### src/rtl/pe_accumulator.sv
// Running-sum register for the PE adder tree; final group sums queue in a DEPTH-entry FIFO (1-cycle last-beat-to-out_valid).
// Backpressure: pe_ready drops when the FIFO is full, decided from registered state only (never from out_ready).
module pe_accumulator #(
  parameter int SUM_W = 20,
  parameter int DEPTH = 2,
  parameter int CNT_W = 8
) (
  input  logic             clk,
  input  logic             rst_n,
  input  logic [SUM_W-1:0] pe_sum_in,
  input  logic             pe_valid,
  input  logic             pe_last,
  output logic             pe_ready,
  output logic [SUM_W-1:0] previous_sum,
  output logic [SUM_W-1:0] out_data,
  output logic [CNT_W-1:0] out_beats,
  output logic             out_ovf,
  output logic             out_valid,
  input  logic             out_ready
);

  localparam int AW    = (DEPTH > 1) ? $clog2(DEPTH) : 1;
  localparam int ENT_W = SUM_W + CNT_W + 1;

  typedef enum logic {IDLE, ACCUM} grp_t;

  grp_t             state_q, state_d;
  logic [SUM_W-1:0] acc_q;
  logic [CNT_W-1:0] beat_q;
  logic             ovf_q;
  logic             rdy_en_q;

  logic             first_q;
  logic             accept;
  logic             push;
  logic             pop;
  logic [SUM_W-1:0] delta;
  logic             ovf_beat;
  logic [CNT_W-1:0] beat_inc;
  logic [ENT_W-1:0] push_ent;
  logic [ENT_W-1:0] head_ent;

  logic [ENT_W-1:0] mem [DEPTH];
  logic [AW-1:0]    wr_ptr, rd_ptr;
  logic [AW:0]      count;

  assign first_q      = (state_q == IDLE);
  assign previous_sum = first_q ? '0 : acc_q;

  // rdy_en_q holds pe_ready low until the first clock edge after reset release.
  assign pe_ready = rdy_en_q && (count < (AW+1)'(DEPTH));
  assign accept   = pe_valid && pe_ready;
  assign push     = accept && pe_last;
  assign pop      = out_valid && out_ready;

  assign delta    = pe_sum_in - previous_sum;
  assign ovf_beat = (previous_sum[SUM_W-1] == delta[SUM_W-1]) &&
                    (pe_sum_in[SUM_W-1] != previous_sum[SUM_W-1]);
  assign beat_inc = (beat_q == {CNT_W{1'b1}}) ? beat_q : beat_q + CNT_W'(1);
  assign push_ent = {pe_sum_in, beat_inc, ovf_q | ovf_beat};

  always_ff @(posedge clk or negedge rst_n) begin
    if (!rst_n) begin
      state_q <= IDLE;
    end else begin
      state_q <= state_d;
    end
  end

  always_comb begin
    state_d = state_q;
    if (accept) begin
      state_d = pe_last ? IDLE : ACCUM;
    end
  end

  always_ff @(posedge clk or negedge rst_n) begin
    if (!rst_n) begin
      acc_q    <= '0;
      beat_q   <= '0;
      ovf_q    <= 1'b0;
      rdy_en_q <= 1'b0;
    end else begin
      rdy_en_q <= 1'b1;
      if (accept) begin
        if (pe_last) begin
          acc_q  <= '0;
          beat_q <= '0;
          ovf_q  <= 1'b0;
        end else begin
          acc_q  <= pe_sum_in;
          beat_q <= beat_inc;
          ovf_q  <= ovf_q | ovf_beat;
        end
      end
    end
  end

  // Storage needs no reset: the head is masked while the FIFO is empty.
  always_ff @(posedge clk) begin
    if (push) begin
      mem[wr_ptr] <= push_ent;
    end
  end

  always_ff @(posedge clk or negedge rst_n) begin
    if (!rst_n) begin
      wr_ptr <= '0;
      rd_ptr <= '0;
      count  <= '0;
    end else begin
      if (push) begin
        wr_ptr <= wr_ptr + AW'(1);
      end
      if (pop) begin
        rd_ptr <= rd_ptr + AW'(1);
      end
      case ({push, pop})
        2'b10:   count <= count + (AW+1)'(1);
        2'b01:   count <= count - (AW+1)'(1);
        default: count <= count;
      endcase
    end
  end

  assign out_valid = (count != '0);
  assign head_ent  = out_valid ? mem[rd_ptr] : '0;
  assign out_data  = head_ent[ENT_W-1 -: SUM_W];
  assign out_beats = head_ent[CNT_W:1];
  assign out_ovf   = head_ent[0];

endmodule

### config.mk
export PLATFORM = sky130hd
export DESIGN_NAME = pe_accumulator
export DESIGN_NICKNAME = d
export VERILOG_FILES = /design/src/rtl/pe_accumulator.sv
export SDC_FILE = /design/constraint.sdc
export NUM_CORES = 1
export LEC_CHECK = 0
export ABC_AREA = 0
export CAP_MARGIN = 20
export CORE_MARGIN = 5
export CORE_UTILIZATION = 59
export CTS_BUF_LIST = sky130_fd_sc_hd__clkbuf_4
export DETAILED_ROUTE_END_ITERATION = 8
export PLACE_DENSITY = 0.88
export SLEW_MARGIN = 30
export SYNTH_ARGS = -nofsm -noshare
export SYNTH_HDL_FRONTEND = slang
export SYNTH_SLANG_ARGS = --single-unit
### constraint.sdc
create_clock -name clk -period 6.63 [get_ports clk]
set_input_delay 1.6575 -clock clk [delete_from_list [all_inputs] [get_ports clk]]
set_output_delay 1.6575 -clock clk [all_outputs]
set_load 0.01 [all_outputs]
==> out/metrics.cfg, run 1 <==
[worst_setup_path]
crit_family = flip-flops
critPathCaptureType = output pin
crit_path_start = rd_ptr
crit_type = flop to output pin
cp_max_fo = 30
cp.arrival_ns = 2.33
worstRegToRegCells = 8
endpoint = out_beats[6]
cp_num_cells = 3
cp_slowest_cell = dfrtp_2
r2r-start = state_q
worstPathCellList = mux2i_1 -> nor2_1 -> clkdlybuf4s50_1
crit_required_ns = 4.97
reg2reg_to = mem[1][0]
slowest_delay_ns = 0.99
reg2reg_slack_ns = 3.89
cp-start-kind = flop
crit_buf_inv = 1

[finish]
final_nets = 500
post_route_cells_drive_above_1_share_pct = 5.43
final_util_pct = 73.6
area_growth_pct = 22.0
nFillCells = 495
antenna_cells = 0

[synth]
synth_area_leaders = edfxtp_1 40%, dfrtp_1 20%, mux2i_1 7.3%
synthAdderAreaFrac_pct = 5.72
ys_types = 35
ys_ff_latch = 93
synth_top_cell_area_share_pct = 39.8
synth_seq_area_share_pct = 59.8
syn_avg_cell_area_um2 = 11.5
yosysWarnings = 0
syn_nets = 427
syn_inst = 382
synth_compound_area_share_pct = 6.43
synth-xor-area-share_pct = 1.80
syn_area_um2 = 4380
synth-simple-area-share_pct = 15.5
synth_top_family_by_area = simple AND/OR/NAND/NOR gates
muxShareOfSynthArea_pct = 7.32
yosysTopAreaCell = edfxtp_1

[clock_network]
clockBufferDepth = 2
cts_resized = 0
clk_pin_slew_ns = 0.13
h-tree-depth = 3
clk_latency_ns = 0.44
cts_buffers = 9
ctsRootBufferMaster = clkbuf_4
postCtsHoldBufs = 0
cts_tree = yes
post-cts-setup-buffers = 0
cts.sinks = 93

[drt]
drtAntennaViolNets = 0
drt_iter0_drc = 158
vias_per_cell = 5.43
wirelength_um = 9220
dr.pass1.iters = 4
avgRoutedWirePerCell_um = 16.5
via_count = 3033
drc = 0

[placed_design]
gp_congestion = 0.802
dp_hpwl_um = 6570
io_buffers = 75

[floorplanning]
ios = 76
chipWidth_um = 96.1
core_um2 = 7250
rows = 31
fp.dieArea_um2 = 9240
start_util_pct = 60.3
chipHeight_um = 96.1

[sta]
fin_skew_ns = 0.0197
tns_ns = 0
fin_crit_ns = 3.99
setup_violations = 0
period_share_pct = 60.1
fmax_mhz = 251
rsz0062_at_grt = no
tightest_slew_ns = 0.910
finalHoldViolCount = 0
max-slew-margin-rel_pct = 39.4
drv_slew = 0

[run]
cap_violations = 0

[power_and_ir_drop]
clkPwrFrac_pct = 15.4
seqPwrFrac_pct = 43.9
leakagePower_nw = 2.23
powerDensity_nw_per_um2 = 359
power.net_switching_mw = 0.671
p_comb_share_pct = 40.8
switching_share_pct = 35.0
intPower_mw = 1.24
ir_drop_uv = 251

[global_routing]
grt_overflow_total = 0
grt_pass1_vias = 3042
grt_start_max_net_pins = 54
antenna_found_initial = 0
grt_use_total_pct = 21.4
grt_pass1_wl_um = 14700

[outcome]
status = finished clean

[min_path]
hold_path.class = flop to flop

area by class of cell:
type                    instances  area, um^2  share of cell area, %
clock buffers                   9        67.6                   1.27
clock inverters                 7        63.8                   1.20
inverters                      19        71.3                   1.34
multi-input cells             253        1620                   30.3
flip-flops and latches         93        2620                   49.1
well taps                      99         124                   2.32
repair buffers                 79         776                   14.5
cell usage after synthesis:
| library cell | n |
|---|---|
| a21oi_1 | 9 |
| a221oi_1 | 1 |
| a22o_1 | 5 |
| a2bb2oi_1 | 1 |
| and2_1 | 3 |
| and3_1 | 2 |
| and3_4 | 1 |
| buf_2 | 3 |
| buf_6 | 1 |
| clkbuf_1 | 13 |
| conb_1 | 1 |
| dfrtp_1 | 35 |
| edfxtp_1 | 58 |
| ha_1 | 20 |
| inv_1 | 19 |
| mux2i_1 | 32 |
| nand2_1 | 55 |
| nand2b_1 | 21 |
| nand3_1 | 6 |
| nand4_1 | 5 |
| nor2_1 | 38 |
| nor2_2 | 1 |
| nor2b_1 | 5 |
| nor2b_4 | 1 |
| nor3_1 | 2 |
| nor3_4 | 1 |
| nor4_1 | 1 |
| nor4bb_1 | 1 |
| o21a_1 | 4 |
| o21ai_0 | 24 |
| o21ai_1 | 2 |
| o21bai_1 | 1 |
| o31ai_1 | 1 |
| xnor2_1 | 5 |
| xor2_1 | 4 |
worst reg2reg max path: stages, from the launching register on:
cell and delay (ns):
dfrtp_1 0.87, nand2_1 0.22, ha_1 0.38, nand4_1 0.19
nor4_1 0.31, a2bb2oi_1 0.09, nand3_1 0.10, mux2i_1 0.24
nand2b_1 0.11
stage by stage:
stage                     std cells  hold WS [ns]  instance area, um^2  power, mW  setup slack [ns]
after global placement          543         0.455                 5210       1.61              2.40
after global routing            559         0.524                 5340       2.04              2.50
after floorplan                 382         0.440                 4380       1.24              2.91
after CTS                       559         0.487                 5340       1.93              2.58
final                           559         0.485                 5340       1.91              2.64
after detailed placement        543         0.459                 5210       1.64              2.26
cells by family (layout without fill, tap and decap cells):
logic type / after synthesis / after routing
other: 1 / 1
multiplexers: 32 / 32
AO/OA/AOI/OAI: 48 / 48
flip-flops: 93 / 93
buffers and inverters: 36 / 114
AND/OR/NAND/NOR: 143 / 143
XOR/XNOR: 9 / 9
adder cells (fa/ha/maj): 20 / 20
per-layer routing:
metal	vias to the layer above	wire length [um]	GRT usage (%)
li1	1462	-	-
met1	1468	3880	26.7
met4	0	155	6.64
met3	13	475	5.00
met5	-	0	0
met2	90	4700	37.0
how the worst min path moves through the flow:
stage               startpoint         to  slack (ns)  cells after the start
floorplan                ovf_q      ovf_q        0.44                      2
global placement     acc_q[19]  acc_q[19]        0.46                      2
detailed placement       ovf_q      ovf_q        0.46                      2
CTS                      ovf_q      ovf_q        0.49                      2
global route         acc_q[12]  acc_q[12]        0.52                      2
finish                   ovf_q      ovf_q        0.48                      2
flip-flops by register name, indices dropped and copies added, names as in the netlist:
signal and count:
mem 58, acc_q 20, beat_q 8, count 2, ovf_q 1, rd_ptr 1, rdy_en_q 1, state_q 1
wr_ptr 1
power by group through the flow:
stage	registers [mW]	logic (mW)	clock network (mW)
2_1_floorplan	0.773	0.469	0
3_3_place_gp	0.846	0.760	0
3_5_place_dp	0.852	0.788	0
4_1_cts	0.839	0.792	0.301
5_1_grt	0.853	0.859	0.332
6_report	0.840	0.781	0.294
placed cells by master (no fill, tap or decap), types with 2 or more instances in the layout:
master and instances:
and3_1 2, nor3_1 2, clkdlybuf4s50_1 74, dfrtp_1 34, a21oi_1 9, nand2_1 55
mux2i_1 32, o21ai_1 2, and2_1 3, clkinv_1 3, nand4_1 5, xnor2_1 5
clkbuf_4 9, nor2_2 3, inv_1 19, xor2_1 4, edfxtp_1 58, a22o_1 5
nand3_1 6, nor2b_1 5, o21a_1 4, ha_1 20, buf_4 4, o21ai_0 24
nor2_1 36, nand2b_1 21
Note: power is estimated with default switching activity, not from simulation.
==> run 2: changes to the inputs <==
--- a/config.mk
+++ b/config.mk
@@ -8,10 +8,10 @@
 export ABC_AREA = 0
 export CAP_MARGIN = 20
 export CORE_MARGIN = 5
-export CORE_UTILIZATION = 59
+export CORE_UTILIZATION = 49
 export CTS_BUF_LIST = sky130_fd_sc_hd__clkbuf_4
 export DETAILED_ROUTE_END_ITERATION = 8
-export PLACE_DENSITY = 0.88
+export PLACE_DENSITY = 0.78
 export SLEW_MARGIN = 30
 export SYNTH_ARGS = -nofsm -noshare
 export SYNTH_HDL_FRONTEND = slang
==> constraint.sdc (replaced) <==
create_clock -name clk -period 3.3 [get_ports clk]
set_input_delay 0.825 -clock clk [delete_from_list [all_inputs] [get_ports clk]]
set_output_delay 0.825 -clock clk [all_outputs]
set_load 0.01 [all_outputs]
==> out/metrics.cfg, run 2 (synthesis gave the netlist of run 1 again) <==
[power_and_ir_drop]
powerDensity_nw_per_um2 = 710
switching_share_pct = 35.5
intPower_mw = 2.47
p_comb_share_pct = 43.7
clkPwrFrac_pct = 14.0
power.net_switching_mw = 1.36
leakagePower_nw = 2.25
ir_drop_uv = 275
seqPwrFrac_pct = 42.4

[placed_design]
dp_cells = 558
io_buffers = 75
placed_area_um2 = 5280
dp_hpwl_um = 6750
gp_congestion = 0.809

[finish]
seq_area_um2 = 2620
multi_input_area_um2 = 1620
nFillCells = 698
largest_reg_flops = 58
final_nets = 506
antenna_cells = 0
fin_area_um2 = 5390
top_register = mem
final_cell_mix = 74 x clkdlybuf4s50_1, 58 x edfxtp_1, 55 x nand2_1, 36 x nor2_1, 34 x dfrtp_1
layout_commonest_cell = clkdlybuf4s50_1
area_growth_pct = 23.2
post_route_cells_drive_above_1_share_pct = 7.08
top_regs = mem (58), acc_q (20), beat_q (8)
fin_cells = 574

[drt]
drc = 0
wirelength_um = 9300
via_count = 3039
vias_per_cell = 5.29
drt_iter0_drc = 185
dr.pass1.iters = 4
avgRoutedWirePerCell_um = 16.2
drtAntennaViolNets = 0

[sta]
fmax_mhz = 339
rsz0062_at_grt = no
fin_crit_ns = 2.95
holdWs_ns = 0.460
drv_slew = 0
max-slew-margin-rel_pct = 47.2
finalHoldViolCount = 0
setup_violations = 0
period_share_pct = 89.4
fin_skew_ns = 0.0197
tns_ns = 0
tightest_slew_ns = 0.792

[floorplanning]
fp.dieArea_um2 = 10900
rows = 34
chipHeight_um = 105
chipWidth_um = 105
ios = 76
start_util_pct = 50.2
core_um2 = 8720

[clock_network]
post-cts-setup-buffers = 0
postCtsHoldBufs = 0
cts_resized = 0
cts_buffers = 9
clockBufferDepth = 2
clk_latency_ns = 0.42
h-tree-depth = 3
cts.sinks = 93
cts_tree = yes
ctsRootBufferMaster = clkbuf_4
clk_pin_slew_ns = 0.14

[worst_setup_path]
critPathCaptureType = output pin
cp.arrival_ns = 2.13
r2r-start = state_q
reg2reg_slack_ns = 0.60
worstRegToRegCells = 8
crit_type = flop to output pin
cp_max_fo = 22
reg2reg_to = mem[0][0]
cp-start-kind = flop
crit_required_ns = 2.47

[run]
cap_violations = 0

[global_routing]
grt_overflow_total = 0
grt_use_total_pct = 17.4
antenna_found_initial = 0
grt_start_max_net_pins = 36
grt_pass1_vias = 3121
grt_pass1_wl_um = 15200

[min_path]
hold_path.class = input port to asynchronous set/reset pin

[outcome]
status = finished clean

==> run 2: changes by cell type in the layout (fill, tap and decap cells not counted) <==
cell,change
clkinvlp_4,+1
buf_12,+1
clkinv_2,+1
clkbuf_4,+1
bufinv_16,-1
buf_4,+5
clkinv_1,-2
==> run 2: cell type report <==
type / instances / share of cell area, %
clock buffer: 10 / 1.39
tap: 108 / 2.51
multi-input combinational: 253 / 30.0
inverter: 19 / 1.32
clock inverter: 6 / 0.720
timing repair buffer: 85 / 15.5
sequential: 93 / 48.6
==> run 2: critical path, stage by stage, from the launching register on <==
cell             delay [ns]
dfrtp_1                0.84
nand2_1                0.20
inv_1                  0.12
clkdlybuf4s50_1        0.55
==> run 2: how the worst max path moves through the flow <==
stage / slack (ns) / cells past startpoint / end / from
global placement: 0.43 / 8 / mem[0][0] / pe_sum_in[8]
finish: 0.35 / 3 / previous_sum[12] / state_q
global route: 0.20 / 4 / out_data[19] / count[1]
floorplan: 0.41 / 3 / mem[0][0] / pe_last
CTS: 0.30 / 4 / out_beats[7] / count[0]
detailed placement: 0.35 / 8 / mem[1][0] / pe_sum_in[13]
==> run 2: power by group through the flow <==
| stage | Sequential, mW | Clock [mW] | Combinational (mW) |
|---|---|---|---|
| after floorplan | 1.55 | 0 | 0.944 |
| after global placement | 1.64 | 0 | 1.64 |
| after detailed placement | 1.65 | 0 | 1.69 |
| after CTS | 1.62 | 0.553 | 1.70 |
| after global routing | 1.65 | 0.603 | 1.82 |
| final | 1.62 | 0.535 | 1.67 |
==> run 2: per-stage QoR <==
step / utilization [%] / total power [mW] / setup WS [ns]
2_1_floorplan: - / 2.50 / 0.415
3_3_place_gp: 60.5 / 3.28 / 0.430
3_5_place_dp: 60.5 / 3.34 / 0.353
4_1_cts: 61.8 / 3.87 / 0.297
5_1_grt: 61.8 / 4.07 / 0.197
6_report: 61.8 / 3.83 / 0.349
==> run 2: per-layer routing <==
metal	wire (um)	track usage, %	vias up
met4	109	5.64	0
met3	440	3.48	10
met1	3930	21.6	1476
met5	0	0	-
met2	4820	30.4	72
li1	-	-	1481
==> run 3: changes to the inputs <==
--- a/config.mk
+++ b/config.mk
@@ -5,11 +5,11 @@
 export SDC_FILE = /design/constraint.sdc
 export NUM_CORES = 1
 export LEC_CHECK = 0
-export ABC_AREA = 0
 export CAP_MARGIN = 20
 export CORE_MARGIN = 5
 export CORE_UTILIZATION = 49
 export CTS_BUF_LIST = sky130_fd_sc_hd__clkbuf_4
+export CTS_CLUSTER_DIAMETER = 50
 export DETAILED_ROUTE_END_ITERATION = 8
 export PLACE_DENSITY = 0.78
 export SLEW_MARGIN = 30
==> results of run 3 <==
Same layout as run 2: the final DEF is identical, and so are final timing and power.
==> variant: new RTL, flow settings as in run 2 <==
Change the parameter `CNT_W` from 8 to 10.
--- a/src/rtl/pe_accumulator.sv
+++ b/src/rtl/pe_accumulator.sv
@@ -5,3 +5,3 @@
   parameter int DEPTH = 2,
-  parameter int CNT_W = 8
+  parameter int CNT_W = 10
 ) (
Ports: changed (resized out_beats); port bits go from 76 to 78. No check against the original RTL was run, so the function may have changed too.
==> variant against run 2 <==
Routed wire length increased by 7.5%. Total power increased by 7.2%. Fmax decreased by 4.4%. Sequential cell count increased by 6. Count of clock-buffer cells in the layout decreased by 1. Design area increased by 7.7%. Critical endpoint is now out_ovf. Worst setup slack got worse by 0.13 ns. Combinational power increased by 5%. Area after synthesis increased by 8.2%.
==> variant: results (changes against run 2) <==
Comb pwr share 42.9% (was 43.7%); M1 GR Usage 24.07% (was 21.63%); worst skew pair latency 0.44 ns (was 0.42 ns); routed length on met1 4.464 mm (was 3.931 mm); post-synthesis net count 462 (was 427); Fin Hold WS 0.3077 ns (was 0.4601 ns); adder-cell share of the synthesized area 5.283% (was 5.718%); CP Launch Point rd_ptr (was state_q); Post-synth top cells edfxtp_1 (62), nand2_1 (54), nor2_1 (44) (was edfxtp_1 (58), nand2_1 (55), nor2_1 (38)); Peak VDD IR 0.3767 mV (was 0.2748 mV); final core occ 62.25% (was 61.81%); multiplexer share of the synthesized area 7.898% (was 7.318%); Reg2Reg Setup Slack 0.42 ns (was 0.60 ns); Max stage delay cell, worst path dfrtp_2 (was dfrtp_1); Detailed Place HPWL 7.050 mm (was 6.751 mm); Net count, final 538 (was 506); final wirelength 9.993 mm (was 9.296 mm); initial antenna violation count 1 (was 0); top cells by area, synth edfxtp_1 (39%), dfrtp_1 (20%), mux2i_1 (7.2%) (was edfxtp_1 (40%), dfrtp_1 (20%), mux2i_1 (7.3%)); routed vias 3294 (was 3039); Mapped Cells 417 (was 382); registers with the most flip-flops mem (62), acc_q (20), beat_q (10) (was mem (58), acc_q (20), beat_q (8)); dpl cell area 0.005674 sq mm (was 0.005276 sq mm); status finished, final reports clean (unchanged); xor and xnor area share after synthesis 2.034% (was 1.801%); WP data arrival 2.26 ns (was 2.13 ns); DRT iter0 DRCs 158 (was 185); Switching Share 36.25% (was 35.53%); first-pass GRT wire length 16.41 mm (was 15.17 mm); register area share after synthesis 58.85% (was 59.81%); clock skew 0.01842 ns (was 0.01969 ns); CP peak stage delay 0.71 ns (was 0.84 ns); post-synthesis compound-gate area fraction 6.947% (was 6.432%); GR Util All Layers 18.04% (was 17.40%); layout cells sized above 1 7.831% (was 7.082%); R2R Path End mem[1][0] (was mem[0][0]); critical path capture point out_ovf (was previous_sum[12]); largest net degree at the start of global routing 58 (was 36); pre-CTS setup slack 0.1987 ns (was 0.3531 ns); met2 usage 29.93% (was 30.36%); routed wl met3 460 microns (was 440 microns); CP Max Fanout 19 (was 22)
## variant: cell types whose count changed after synthesis, moves of 3 or more
| cell | delta |
|---|---|
| o21ai_0 | +6 |
| a21oi_1 | +4 |
| nor2b_1 | -4 |
| mux2_2 | +3 |
| nor3_1 | +3 |
| edfxtp_1 | +4 |
| nor2_1 | +6 |
| inv_1 | +3 |
## variant: layout make-up
type / instances / area, sq um / share of cell area [%]
inverters: 22 / 82.58 / 1.422
clock inverters: 7 / 60.06 / 1.034
clock buffers: 9 / 67.56 / 1.164
diodes: 1 / 2.502 / 0.04309
well taps: 129 / 161.4 / 2.780
repair buffers: 85 / 853.3 / 14.70
multi-input cells: 276 / 1790 / 30.83
flip-flops and latches: 99 / 2789 / 48.03
## variant: critical path: cells and delay by family, from the launching register on
kind / cells / cell delay, ns
buffers and inverters: 2 / 0.75
flip-flops: 1 / 0.71
multiplexers: 1 / 0.30
AND/OR/NAND/NOR: 1 / 0.07
